**src/rtl/count_down_timer_n.sv**
```systemverilog
// count_down_timer_n
// Prescaled countdown timer with pause and abort, a one-cycle done pulse and a
// seven-segment units digit. It has one clock and a synchronous active-low reset.
// Optional feature macro: CDT_AUTO_RELOAD_EN. When it is defined, the count reloads
// the start value on the final tick and keeps running until it is aborted.
module count_down_timer_n #(
  parameter int WIDTH    = 8,
  parameter int TICK_DIV = 100000000
) (
  input  logic             Clk100M,
  input  logic             resetN,
  input  logic             start,
  input  logic             pause,
  input  logic             abort,
  input  logic [WIDTH-1:0] loadValue,
  output logic             doneCounting,
  output logic             busy,
  output logic [WIDTH-1:0] curCount,
  output logic [7:0]       seg
);

  localparam int PW = $clog2(TICK_DIV);
  localparam logic [PW-1:0] TICK_LAST = PW'(TICK_DIV - 1);

  typedef enum logic [1:0] {
    S_IDLE  = 2'd0,
    S_RUN   = 2'd1,
    S_PAUSE = 2'd2
  } state_t;

  state_t          state, next_state;
  logic [PW-1:0]   presc, next_presc;
  logic [WIDTH-1:0] next_count;
  logic            next_done;
  logic [7:0]      next_seg;
`ifdef CDT_AUTO_RELOAD_EN
  logic [WIDTH-1:0] reload, next_reload;
`endif

  // Active-low {dp,g,f,e,d,c,b,a} pattern for one decimal digit; dp always off.
  function automatic logic [7:0] seg_digit(input logic [3:0] d);
    case (d)
      4'd0:    return 8'hC0;
      4'd1:    return 8'hF9;
      4'd2:    return 8'hA4;
      4'd3:    return 8'hB0;
      4'd4:    return 8'h99;
      4'd5:    return 8'h92;
      4'd6:    return 8'h82;
      4'd7:    return 8'hF8;
      4'd8:    return 8'h80;
      4'd9:    return 8'h90;
      default: return 8'hFF;
    endcase
  endfunction

  // The modulo is done at 32 bits so that a narrow WIDTH never truncates the constant 10.
  function automatic logic [3:0] units_of(input logic [WIDTH-1:0] v);
    return 4'(32'(v) % 32'd10);
  endfunction

  // Register all state. The reset is synchronous, so it is sampled only on the clock edge.
  // NOTE: sequential state uses non-blocking assignments so every register
  // samples the values from before the edge, whatever the statement order.
  // NOTE: the reload value is an ordinary register, not a memory, so it is
  // reset together with the rest.
  always_ff @(posedge Clk100M) begin
    if (!resetN) begin
      state        <= S_IDLE;
      presc        <= '0;
      curCount     <= '0;
      doneCounting <= 1'b0;
      seg          <= 8'hFF;
`ifdef CDT_AUTO_RELOAD_EN
      reload       <= '0;
`endif
    end else begin
      state        <= next_state;
      presc        <= next_presc;
      curCount     <= next_count;
      doneCounting <= next_done;
      seg          <= next_seg;
`ifdef CDT_AUTO_RELOAD_EN
      reload       <= next_reload;
`endif
    end
  end

  // Next-state logic. The priority order is abort, then start, then pause, then the prescaler tick.
  // NOTE: every output of this block gets its default value first, so no latch can be inferred.
  always_comb begin
    next_state  = state;
    next_presc  = presc;
    next_count  = curCount;
    next_done   = 1'b0;
`ifdef CDT_AUTO_RELOAD_EN
    next_reload = reload;
`endif
    case (state)
      S_IDLE: begin
        if (start) begin
          if (loadValue != '0) begin
            next_count = loadValue;
            next_presc = '0;
            next_state = S_RUN;
`ifdef CDT_AUTO_RELOAD_EN
            next_reload = loadValue;
`endif
          end else begin
            next_done = 1'b1;
          end
        end
      end
      S_RUN, S_PAUSE: begin
        if (abort) begin
          next_state = S_IDLE;
          next_count = '0;
          next_presc = '0;
        end else if (pause) begin
          next_state = S_PAUSE;
        end else begin
          // Leaving PAUSE also counts this cycle, so a pause cycle delays the count by exactly one cycle.
          next_state = S_RUN;
          if (presc == TICK_LAST) begin
            next_presc = '0;
            if (curCount > WIDTH'(1)) begin
              next_count = curCount - WIDTH'(1);
            end else begin
              next_done = 1'b1;
`ifdef CDT_AUTO_RELOAD_EN
              next_count = reload;
`else
              next_count = '0;
              next_state = S_IDLE;
`endif
            end
          end else begin
            next_presc = presc + PW'(1);
          end
        end
      end
      default: begin
        next_state = S_IDLE;
        next_count = '0;
        next_presc = '0;
      end
    endcase

    // The segment register follows next_count, so seg and curCount change on the same edge.
    if (next_state != S_IDLE) begin
      next_seg = seg_digit(units_of(next_count));
    end else if (next_done) begin
      next_seg = 8'hC0;
    end else begin
      next_seg = 8'hFF;
    end
  end

  assign busy = (state != S_IDLE);

endmodule
```
**config.mk**
```make
export PLATFORM = sky130hd
export DESIGN_NAME = count_down_timer_n
export DESIGN_NICKNAME = d
export VERILOG_FILES = /design/src/rtl/count_down_timer_n.sv
export SDC_FILE = /design/constraint.sdc
export NUM_CORES = 1
export LEC_CHECK = 0
export ABC_CLOCK_PERIOD_IN_PS = 6590
export CORE_MARGIN = 8
export CORE_UTILIZATION = 59
export DETAILED_ROUTE_END_ITERATION = 10
export GPL_ROUTABILITY_DRIVEN = 0
export HOLD_SLACK_MARGIN = 0.15
export PLACE_DENSITY = 0.8
export SLEW_MARGIN = 15
export SYNTH_ARGS = -nofsm -noshare
export SYNTH_HDL_FRONTEND = slang
export SYNTH_SLANG_ARGS = --single-unit
```
**constraint.sdc**
```tcl
create_clock -name Clk100M -period 6.59 [get_ports Clk100M]
set_input_delay 0.9885 -clock Clk100M [delete_from_list [all_inputs] [get_ports Clk100M]]
set_output_delay 0.9885 -clock Clk100M [all_outputs]
set_load 0.05 [all_outputs]
```
==> impl_metrics.env, run 1 <==
export IMPL_crit_path_max_fanout=10
export IMPL_hold_buffers=0
export IMPL_hold_violations=0
export IMPL_drive_above_1_share=0.0890
export IMPL_clockPowerShare=0.181
export IMPL_vias_per_cell=6.51
export IMPL_grt_max_degree=26
export IMPL_cts_root_buf="clkbuf_8"
export IMPL_wire_per_inst_um=17.1
export IMPL_yosysTopAreaCellShare=0.253
export IMPL_nets=507
export IMPL_synthCells=457
export IMPL_yosysSeqAreaShare=0.253
export IMPL_die_area_sq_mm=0.00879
export IMPL_finalSetupTns_ns=0
export IMPL_ys_warn_count=0
export IMPL_dp_slack_ns=0.104
export IMPL_fin_cells=558
export IMPL_powerDensity_mw_per_mm2=288
export IMPL_post_route_min_period_ns=6.23
export IMPL_clock_sinks=45
export IMPL_p_sw_frac=0.432
export IMPL_n_antenna_cell=0
export IMPL_crit_path_end_kind="flop"
export IMPL_cts_buffers=5
export IMPL_fill_cells=503
export IMPL_rows=28
export IMPL_rsz0062_at_grt="no"
export IMPL_path_clk_slew_ns=0.09
export IMPL_drv_slew=0
export IMPL_clk_latency_ns=0.30
export IMPL_slew_headroom=0.440
export IMPL_cts_resized=0
export IMPL_first_pass_iters=5
export IMPL_yosys_top_cells_area="dfxtp_1 (25%), nor2_1 (6.7%), xor2_1 (5.4%)"
export IMPL_synth_cell_types=77
export IMPL_crit_chain="clkdlybuf4s50_1 > nand2b_1 > nor4_2 > nand2_1 > a211oi_4 > nor2_1 > ha_1 > o21ai_0 > a21oi_1 > or3_1 > or3_1 > o21ai_1 > and2_1 > o2111ai_2 > nor2_4 > xnor2_1 > ha_1 > nor2_1 > nand2_1 > o211a_1 > nor3_1 > o22ai_1"
export IMPL_drc=0
export IMPL_grt_pass1_vias=3339
export IMPL_htreeDepth=2
export IMPL_maxCapViolCount=0
export IMPL_vias=3632
export IMPL_synth_main_ff_cell="dfxtp_1"
export IMPL_finalCritPeriodShare=0.945
export IMPL_antenna_found_initial=0
export IMPL_routed_wl_um=9560
export IMPL_cts_tree="done"
export IMPL_synth_commonest_cells="nor2_1 (64), dfxtp_1 (45), nand2_1 (32), nand3_1 (27), xor2_1 (22)"
export IMPL_outcome="complete, no violations"
export IMPL_hp_class="reg -> reg"
export IMPL_area_growth_pct=13.8
export IMPL_critPathRequiredTime_ns=6.78
export IMPL_critPathKind="in -> reg"
export IMPL_synth_edf_count=0
export IMPL_grt_total_usage=0.217
export IMPL_grt_overflow_total=0
export IMPL_start_kind="primary input"
export IMPL_yosysMostFrequentCell="nor2_1"
export IMPL_post_cts_setup_buffers=0
export IMPL_finalWorstSetupSlack_ns=0.361
export IMPL_core_area_sq_mm=0.00589
export IMPL_p_leak_nw=1.44
export IMPL_finalClockSkew_ns=0.00591
export IMPL_peakVddDrop_mv=0.248
export IMPL_initial_utilization=0.606
export IMPL_setup_viol=0
export IMPL_slowest_stage="clkdlybuf4s50_1"
export IMPL_p_int_mw=0.662
export IMPL_post_route_util=0.689
export IMPL_fmax_mhz=161
export IMPL_grt_pass1_wl_um=15900
export IMPL_ant_nets=0
export IMPL_clockBufferDepth=2
export IMPL_synth_seq_cells=45
export IMPL_yosysTopAreaCell="dfxtp_1"
export IMPL_p_comb_frac=0.555
export IMPL_portBuffers=29
export IMPL_die_width_um=93.7
export IMPL_ioPinCount=31
export IMPL_syn_num_nets=482
export IMPL_crit_arrival_ns=6.42
export IMPL_net_switching_power_mw=0.504
export IMPL_die_height_um=93.7
export IMPL_dp_hpwl_um=7190
export IMPL_place_inst=550
export IMPL_cpPeakStageDelay_ns=0.62
export IMPL_whs_ns=0.522
export IMPL_drtIter0Drc=351
export IMPL_syn_area_per_cell_sq_um=7.80
export IMPL_ys_async_sr_fraction=0
export IMPL_synth_area_sq_mm=0.00356
export IMPL_power_frac_seq=0.264
export IMPL_tightest_slew_ns=0.838
flip-flops by register name, indices dropped and copies added (netlist names):
signal        cells
presc            27
curCount          8
doneCounting      1
state             2
seg               7
critical path, delay by kind of cell:
kind / cells / cell delay (ns)
XOR/XNOR: 1 / 0.17
AND/OR/NAND/NOR: 11 / 2.64
AO/OA/AOI/OAI: 7 / 1.40
adder cells (fa/ha/maj): 2 / 0.57
buffers and inverters: 1 / 0.62
cell families (layout without fill, tap and decap cells):
kind of cell,after synthesis,count (layout),synth area share
and+or+nand+nor,227,227,0.340
AOI/OAI and AO/OA,96,96,0.203
DFF,45,45,0.253
xor gates and xnor gates,33,33,0.0874
buffers and inverters,31,57,0.0355
adders and majority gates,12,12,0.0421
muxes,12,12,0.0383
other,1,1,0.00105
final cells by class:
type | count | area [sq um] | share of cell area
Timing Repair Buffer | 36 | 343 | 0.0845
Multi-Input combinational cell | 381 | 2560 | 0.631
Tap cell | 75 | 93.8 | 0.0231
Inverter | 13 | 48.8 | 0.0120
Clock inverter | 2 | 38.8 | 0.00956
Clock buffer | 6 | 72.6 | 0.0179
Sequential cell | 45 | 901 | 0.222
through the flow:
step | instance area (sq um) | power (mW)
final | 4060 | 1.17
after global routing | 4060 | 1.23
after CTS | 4040 | 1.16
after detailed placement | 3920 | 0.948
after global placement | 3920 | 0.932
after floorplan | 3560 | 0.808
path summary, 6_finish.rpt:
path	startpoint	slack, ns	to	cells past startpoint
worst max register to register	presc[1]$_SDFFE_PN0P_	0.82	seg[6]$_SDFF_PN1_	23
worst max-delay path	pause	0.36	seg[6]$_SDFF_PN1_	22
worst min register to register	presc[23]$_SDFFE_PN0P_	0.52	presc[23]$_SDFFE_PN0P_	2
worst min-delay path	presc[23]$_SDFFE_PN0P_	0.52	presc[23]$_SDFFE_PN0P_	2
power groups by stage:
stage               clock (mW)  combinational [mW]  sequential [mW]
global route             0.224               0.695            0.310
floorplan                    0               0.423            0.385
global placement             0               0.618            0.314
CTS                      0.213               0.636            0.307
detailed placement           0               0.634            0.314
finish                   0.211               0.647            0.308
layout by cell type (no fill, tap or decap), types with 4 or more instances in the layout:
cell type,synthesis,layout
or3_1,6,6
ha_1,12,12
o21ai_0,11,10
xnor2_1,8,8
nor2b_1,4,4
or2_2,6,6
o22ai_1,4,4
nand2_1,32,32
inv_1,13,13
nand4_1,13,13
a31oi_1,5,5
dfxtp_1,45,45
o31ai_1,4,4
nand3_1,27,27
nor2_1,64,64
a21oi_1,15,15
o22a_1,4,4
and3_1,6,6
nor3_1,13,13
nor4_1,14,12
clkdlybuf4s50_1,0,29
buf_4,2,7
xor2_1,22,22
a21o_1,4,4
and2_1,8,8
mux2i_1,10,10
clkbuf_8,0,5
nand2b_1,10,10
nor3b_1,4,4
layer usage:
layer | GRT usage | share of wire | up-vias
met4 | 0.0793 | 0.032 | 0
met2 | 0.375 | 0.48 | 191
li1 | - | - | 1732
met3 | 0.0368 | 0.074 | 41
met5 | 0 | 0 | -
met1 | 0.261 | 0.42 | 1668
Power figures use the tool's default switching activity.
==> inputs of run 2 (changes only) <==
--- a/config.mk
+++ b/config.mk
@@ -6,12 +6,12 @@
 export NUM_CORES = 1
 export LEC_CHECK = 0
 export ABC_CLOCK_PERIOD_IN_PS = 6590
-export CORE_MARGIN = 8
-export CORE_UTILIZATION = 59
+export CORE_MARGIN = 1.5
+export CORE_UTILIZATION = 35
 export DETAILED_ROUTE_END_ITERATION = 10
 export GPL_ROUTABILITY_DRIVEN = 0
 export HOLD_SLACK_MARGIN = 0.15
-export PLACE_DENSITY = 0.8
+export PLACE_DENSITY = 0.52
 export SLEW_MARGIN = 15
 export SYNTH_ARGS = -nofsm -noshare
 export SYNTH_HDL_FRONTEND = slang
==> run 2 against run 1 <==
  * Global-route usage shrank 2.8 points
  * Maximum frequency grew 3.0%
  * Clock power shrank 9%
==> impl_metrics.env, run 2 (synthesized netlist as in run 1, its figures left out) <==
export IMPL_cp_endpoint="seg[4]$_SDFF_PN1_"
export IMPL_grt_max_degree=26
export IMPL_rsz0062_at_grt="no"
export IMPL_drive_above_1_share=0.0965
export IMPL_seq_area_sq_um=901
export IMPL_largest_register_ffs=27
export IMPL_die_width_um=104
export IMPL_ant_nets=0
export IMPL_clk_latency_ns=0.31
export IMPL_first_pass_iters=5
export IMPL_clock_sinks=45
export IMPL_antenna_found_initial=0
export IMPL_p_int_mw=0.629
export IMPL_p_leak_nw=1.45
export IMPL_post_route_util=0.421
export IMPL_p_sw_frac=0.447
export IMPL_nets=511
export IMPL_outcome="complete, no violations"
export IMPL_post_route_min_period_ns=6.05
export IMPL_portBuffers=29
export IMPL_clockPowerShare=0.169
export IMPL_ioPinCount=31
export IMPL_worstReg2RegStart="presc[0]$_SDFFE_PN0P_"
export IMPL_fill_cells=1056
export IMPL_startpoint="pause"
export IMPL_setup_viol=0
export IMPL_fmax_mhz=165
export IMPL_die_area_sq_mm=0.0108
export IMPL_tightest_slew_ns=0.866
export IMPL_drv_slew=0
export IMPL_power_frac_seq=0.271
export IMPL_critPathRequiredTime_ns=6.80
export IMPL_regMostFlops="presc"
export IMPL_multiInputGateArea_sq_mm=0.00254
export IMPL_place_inst=612
export IMPL_crit_arrival_ns=6.26
export IMPL_hp_class="reg -> reg"
export IMPL_grt_pass1_wl_um=16800
export IMPL_critPathKind="in -> reg"
export IMPL_peakVddDrop_mv=0.176
export IMPL_routed_wl_um=9910
export IMPL_area_growth_pct=15.9
export IMPL_final_common_cell="nor2_1"
export IMPL_vias_per_cell=5.63
export IMPL_n_antenna_cell=0
export IMPL_finalClockSkew_ns=0.00860
export IMPL_slew_headroom=0.421
export IMPL_drtIter0Drc=192
export IMPL_hold_violations=0
export IMPL_p_total_mw=1.14
export IMPL_powerDensity_mw_per_mm2=276
export IMPL_p_comb_frac=0.560
export IMPL_die_height_um=104
export IMPL_rows=36
export IMPL_reg_top3="presc (27), curCount (8), seg (7)"
export IMPL_grt_overflow_total=0
export IMPL_finalCritPeriodShare=0.918
export IMPL_r2r_end="seg[4]$_SDFF_PN1_"
export IMPL_cts_root_buf="clkbuf_8"
export IMPL_post_cts_setup_buffers=0
export IMPL_htreeDepth=2
export IMPL_drc=0
export IMPL_path_clk_slew_ns=0.10
export IMPL_final_cell_mix="nor2_1 (64), dfxtp_1 (45), nand2_1 (32)"
export IMPL_maxCapViolCount=0
export IMPL_grt_pass1_vias=3382
export IMPL_cts_tree="done"
export IMPL_worst_r2r_cell_count=22
export IMPL_start_kind="primary input"
export IMPL_crit_path_max_fanout=7
export IMPL_whs_ns=0.524
export IMPL_vias=3489
export IMPL_finalSetupTns_ns=0
export IMPL_clockBufferDepth=2
export IMPL_cts_buffers=5
export IMPL_core_area_sq_mm=0.00982
export IMPL_wire_per_inst_um=16.0
export IMPL_dp_hpwl_um=7670
export IMPL_net_switching_power_mw=0.509
export IMPL_grt_total_usage=0.189
export IMPL_initial_utilization=0.363
export IMPL_crit_path_end_kind="flop"
export IMPL_rrSetupSlack_ns=0.82
export IMPL_fin_cells=620
==> run 2: metal layers <==
layer  track usage  share of wire
met5             0              0
met4        0.0635          0.025
met3        0.0244          0.044
met2         0.318           0.47
met1         0.248           0.46
==> run 2: worst min path at each step <==
stage / start / end / slack, ns / depth (start not counted)
after floorplan: presc[23]$_SDFFE_PN0P_ / presc[23]$_SDFFE_PN0P_ / 0.47 / 2
after global placement: presc[23]$_SDFFE_PN0P_ / presc[23]$_SDFFE_PN0P_ / 0.49 / 2
after CTS: presc[23]$_SDFFE_PN0P_ / presc[23]$_SDFFE_PN0P_ / 0.53 / 2
after detailed placement: presc[23]$_SDFFE_PN0P_ / presc[23]$_SDFFE_PN0P_ / 0.50 / 2
final: presc[23]$_SDFFE_PN0P_ / presc[23]$_SDFFE_PN0P_ / 0.52 / 2
after global routing: presc[11]$_SDFFE_PN0P_ / presc[11]$_SDFFE_PN0P_ / 0.57 / 2
==> run 2: metrics by stage <==
stage          area, sq um  setup slack (ns)
2_1_floorplan         3560              1.19
4_1_cts               4120             0.462
3_5_place_dp          4030             0.131
5_1_grt               4130            0.0470
6_report              4130             0.541
3_3_place_gp          4030             0.349
==> run 2: final cells by class <==
type                    instances  area share
multi-input cells             381       0.616
flip-flops and latches         45       0.218
repair buffers                 40      0.0903
well taps                     133      0.0403
clock buffers                   5      0.0167
inverters                      13      0.0118
clock inverters                 3     0.00697
==> run 2: power by group through the flow <==
stage | logic (mW) | clock network, mW | registers [mW]
global placement | 0.635 | 0 | 0.315
global route | 0.694 | 0.210 | 0.311
detailed placement | 0.632 | 0 | 0.315
CTS | 0.634 | 0.200 | 0.309
finish | 0.638 | 0.192 | 0.309
floorplan | 0.423 | 0 | 0.385
==> run 2: what timing repair did <==
action | 4_1_cts | 5_1_grt
hold endpoints to repair | 0 | 0
setup endpoints to repair | 0 | 2
resized for setup | 0 | 1
hold buffers | 0 | 0
==> run 2: critical path, cell delays in order <==
cell and delay [ns]:
clkdlybuf4s50_1 0.49, nand2b_1 0.24, nor4_2 0.40, nand2_1 0.14, a211oi_2 0.45, nor2_1 0.08
ha_1 0.31, nand2b_1 0.16, o21ai_0 0.31, and3_1 0.30, nor2_1 0.10, a311oi_1 0.37
o21ai_1 0.18, and2_1 0.22, o2111ai_2 0.27, nor2_4 0.11, xnor2_1 0.32, ha_1 0.26
nand2_1 0.06, o311a_1 0.29, o22a_1 0.20
==> inputs of run 3 (changes only) <==
--- a/config.mk
+++ b/config.mk
@@ -7,12 +7,13 @@
 export LEC_CHECK = 0
 export ABC_CLOCK_PERIOD_IN_PS = 6590
 export CORE_MARGIN = 1.5
-export CORE_UTILIZATION = 35
+export CORE_UTILIZATION = 59
 export DETAILED_ROUTE_END_ITERATION = 10
 export GPL_ROUTABILITY_DRIVEN = 0
 export HOLD_SLACK_MARGIN = 0.15
-export PLACE_DENSITY = 0.52
+export PLACE_DENSITY = 0.8
 export SLEW_MARGIN = 15
 export SYNTH_ARGS = -nofsm -noshare
 export SYNTH_HDL_FRONTEND = slang
 export SYNTH_SLANG_ARGS = --single-unit
+export TNS_END_PERCENT = 10
==> run 3 against run 2 <==
  * Sequential share of layout area rose by 0.63 points
  * Design area fell by 2.8%
  * Highest routed layer unchanged
  * Critical path depth stayed put
  * Final cell count fell by 10%
  * Via count up 1.8%
  * Largest power group unchanged
  * Total power down 1.4%
  * Register-to-register slack worse by 0.13 ns
  * Critical path type unchanged
==> impl_metrics.env, run 3 (synthesized netlist as in run 1, its figures left out) <==
export IMPL_finalWorstSetupSlack_ns=0.470
export IMPL_die_area_sq_mm=0.00652
export IMPL_drv_slew=0
export IMPL_grt_total_usage=0.290
export IMPL_slew_headroom=0.472
export IMPL_clockBufferDepth=2
export IMPL_fmax_mhz=163
export IMPL_core_area_sq_mm=0.00589
export IMPL_fill_cells=492
export IMPL_cts_root_buf="clkbuf_8"
export IMPL_use_met2=0.495
export IMPL_ioPinCount=31
export IMPL_crit_arrival_ns=6.32
export IMPL_finalClockSkew_ns=0.0104
export IMPL_hp_class="reg -> reg"
export IMPL_p_leak_nw=1.43
export IMPL_grt_pass1_vias=3305
export IMPL_crit_path_max_fanout=7
export IMPL_grt_pass1_wl_um=14900
export IMPL_dp_slack_ns=0.300
export IMPL_nets=507
export IMPL_n_antenna_cell=0
export IMPL_crit_path_end_kind="flop"
export IMPL_post_cts_setup_buffers=0
export IMPL_ant_nets=0
export IMPL_drtIter0Drc=366
export IMPL_critPathKind="in -> reg"
export IMPL_reg_top3="presc (27), curCount (8), seg (7)"
export IMPL_setup_viol=0
export IMPL_vias=3553
export IMPL_finalCritPeriodShare=0.929
export IMPL_finalSetupTns_ns=0
export IMPL_use_met1=0.350
export IMPL_final_common_cell="nor2_1"
export IMPL_tightest_slew_ns=0.790
export IMPL_grt_max_degree=26
export IMPL_largest_register_ffs=27
export IMPL_area_growth_pct=12.6
export IMPL_regMostFlops="presc"
export IMPL_final_cell_mix="nor2_1 (64), dfxtp_1 (45), nand2_1 (32)"
export IMPL_maxCapViolCount=0
export IMPL_post_route_min_period_ns=6.12
export IMPL_clock_sinks=45
export IMPL_rsz0062_at_grt="no"
export IMPL_start_kind="primary input"
export IMPL_wire_per_inst_um=16.2
export IMPL_initial_utilization=0.606
export IMPL_portBuffers=29
export IMPL_peakVddDrop_mv=0.277
export IMPL_path_clk_slew_ns=0.09
export IMPL_rows=28
export IMPL_cts_resized=0
export IMPL_dp_hpwl_um=6950
export IMPL_first_pass_iters=5
export IMPL_powerDensity_mw_per_mm2=280
export IMPL_die_width_um=80.7
export IMPL_gr_max_usage_layer="met2"
export IMPL_cts_buffers=5
export IMPL_hold_violations=0
export IMPL_vias_per_cell=6.37
export IMPL_die_height_um=80.7
export IMPL_cts_tree="done"
export IMPL_routed_wl_um=9060
export IMPL_antenna_found_initial=0
export IMPL_critPathRequiredTime_ns=6.79
export IMPL_hold_buffers=0
export IMPL_outcome="complete, no violations"
export IMPL_drc=0
export IMPL_grt_overflow_total=0
export IMPL_drive_above_1_share=0.0870
export IMPL_grt_use_met3=0.0663
export IMPL_htreeDepth=2
export IMPL_clk_latency_ns=0.30
[run 3: cell count changes in the layout (fill, tap and decap cells not counted), sizes merged]
| cell | before | now |
|---|---|---|
| buf | 11 | 7 |
| clkinv | 0 | 3 |
| inv | 16 | 13 |
[run 3: where the power goes]
| part | leakage [nW] | total [mW] | switching [mW] | internal (mW) |
|---|---|---|---|---|
| registers | 0.366 | 0.308 | 0.0135 | 0.294 |
| logic | 1.02 | 0.642 | 0.389 | 0.254 |
| clock network | 0.0481 | 0.173 | 0.0975 | 0.0752 |
| total | 1.43 | 1.12 | 0.500 | 0.623 |
[run 3: layer usage]
metal	part of all wire	routed length [um]
met1	0.43	3900
met5	0	0
met2	0.48	4310
met4	0.026	231
met3	0.068	617
[run 3: area by class of cell]
class                           instances  area [sq um]  share of cell area
Clock inverter                          3          22.5             0.00561
Timing Repair Buffer                   36           343              0.0854
Clock buffer                            5          68.8              0.0171
Multi-Input combinational cell        381          2540               0.632
Sequential cell                        45           901               0.224
Tap cell                               75          93.8              0.0234
Inverter                               13          48.8              0.0122
[run 3: critical path, cell delays in order]
cell and delay [ns]:
clkdlybuf4s50_1 0.46, nand2b_1 0.20, nor4_1 0.44, nand2_1 0.16, a211oi_2 0.44, nor2_1 0.09, ha_1 0.32, nand2b_1 0.16
o21ai_0 0.36, and3_1 0.31, nor2_1 0.10, a311oi_1 0.39, o21ai_1 0.18, and2_1 0.22, o2111ai_2 0.26, nor2_4 0.11
xnor2_1 0.32, ha_1 0.27, nand2_1 0.07, o311a_1 0.29, o22a_1 0.19
[run 3: final timing paths]
path	start	end	slack [ns]	cells past startpoint
worst max-delay path	pause	seg[4]$_SDFF_PN1_	0.47	21
worst min-delay path	presc[23]$_SDFFE_PN0P_	presc[23]$_SDFFE_PN0P_	0.53	2
worst max register to register	presc[0]$_SDFFE_PN0P_	seg[4]$_SDFF_PN1_	0.69	22
worst min register to register	presc[23]$_SDFFE_PN0P_	presc[23]$_SDFFE_PN0P_	0.53	2
[run 3: stage by stage]
| stage | area (sq um) | instances | power [mW] | hold WS, ns | util |
|---|---|---|---|---|---|
| after floorplan | 3560 | 457 | 0.808 | 0.472 | - |
| after global placement | 3920 | 550 | 0.931 | 0.494 | 0.667 |
| after detailed placement | 3920 | 550 | 0.948 | 0.517 | 0.667 |
| after CTS | 4020 | 558 | 1.12 | 0.532 | 0.682 |
| after global routing | 4020 | 558 | 1.19 | 0.574 | 0.682 |
| final | 4020 | 558 | 1.12 | 0.535 | 0.682 |
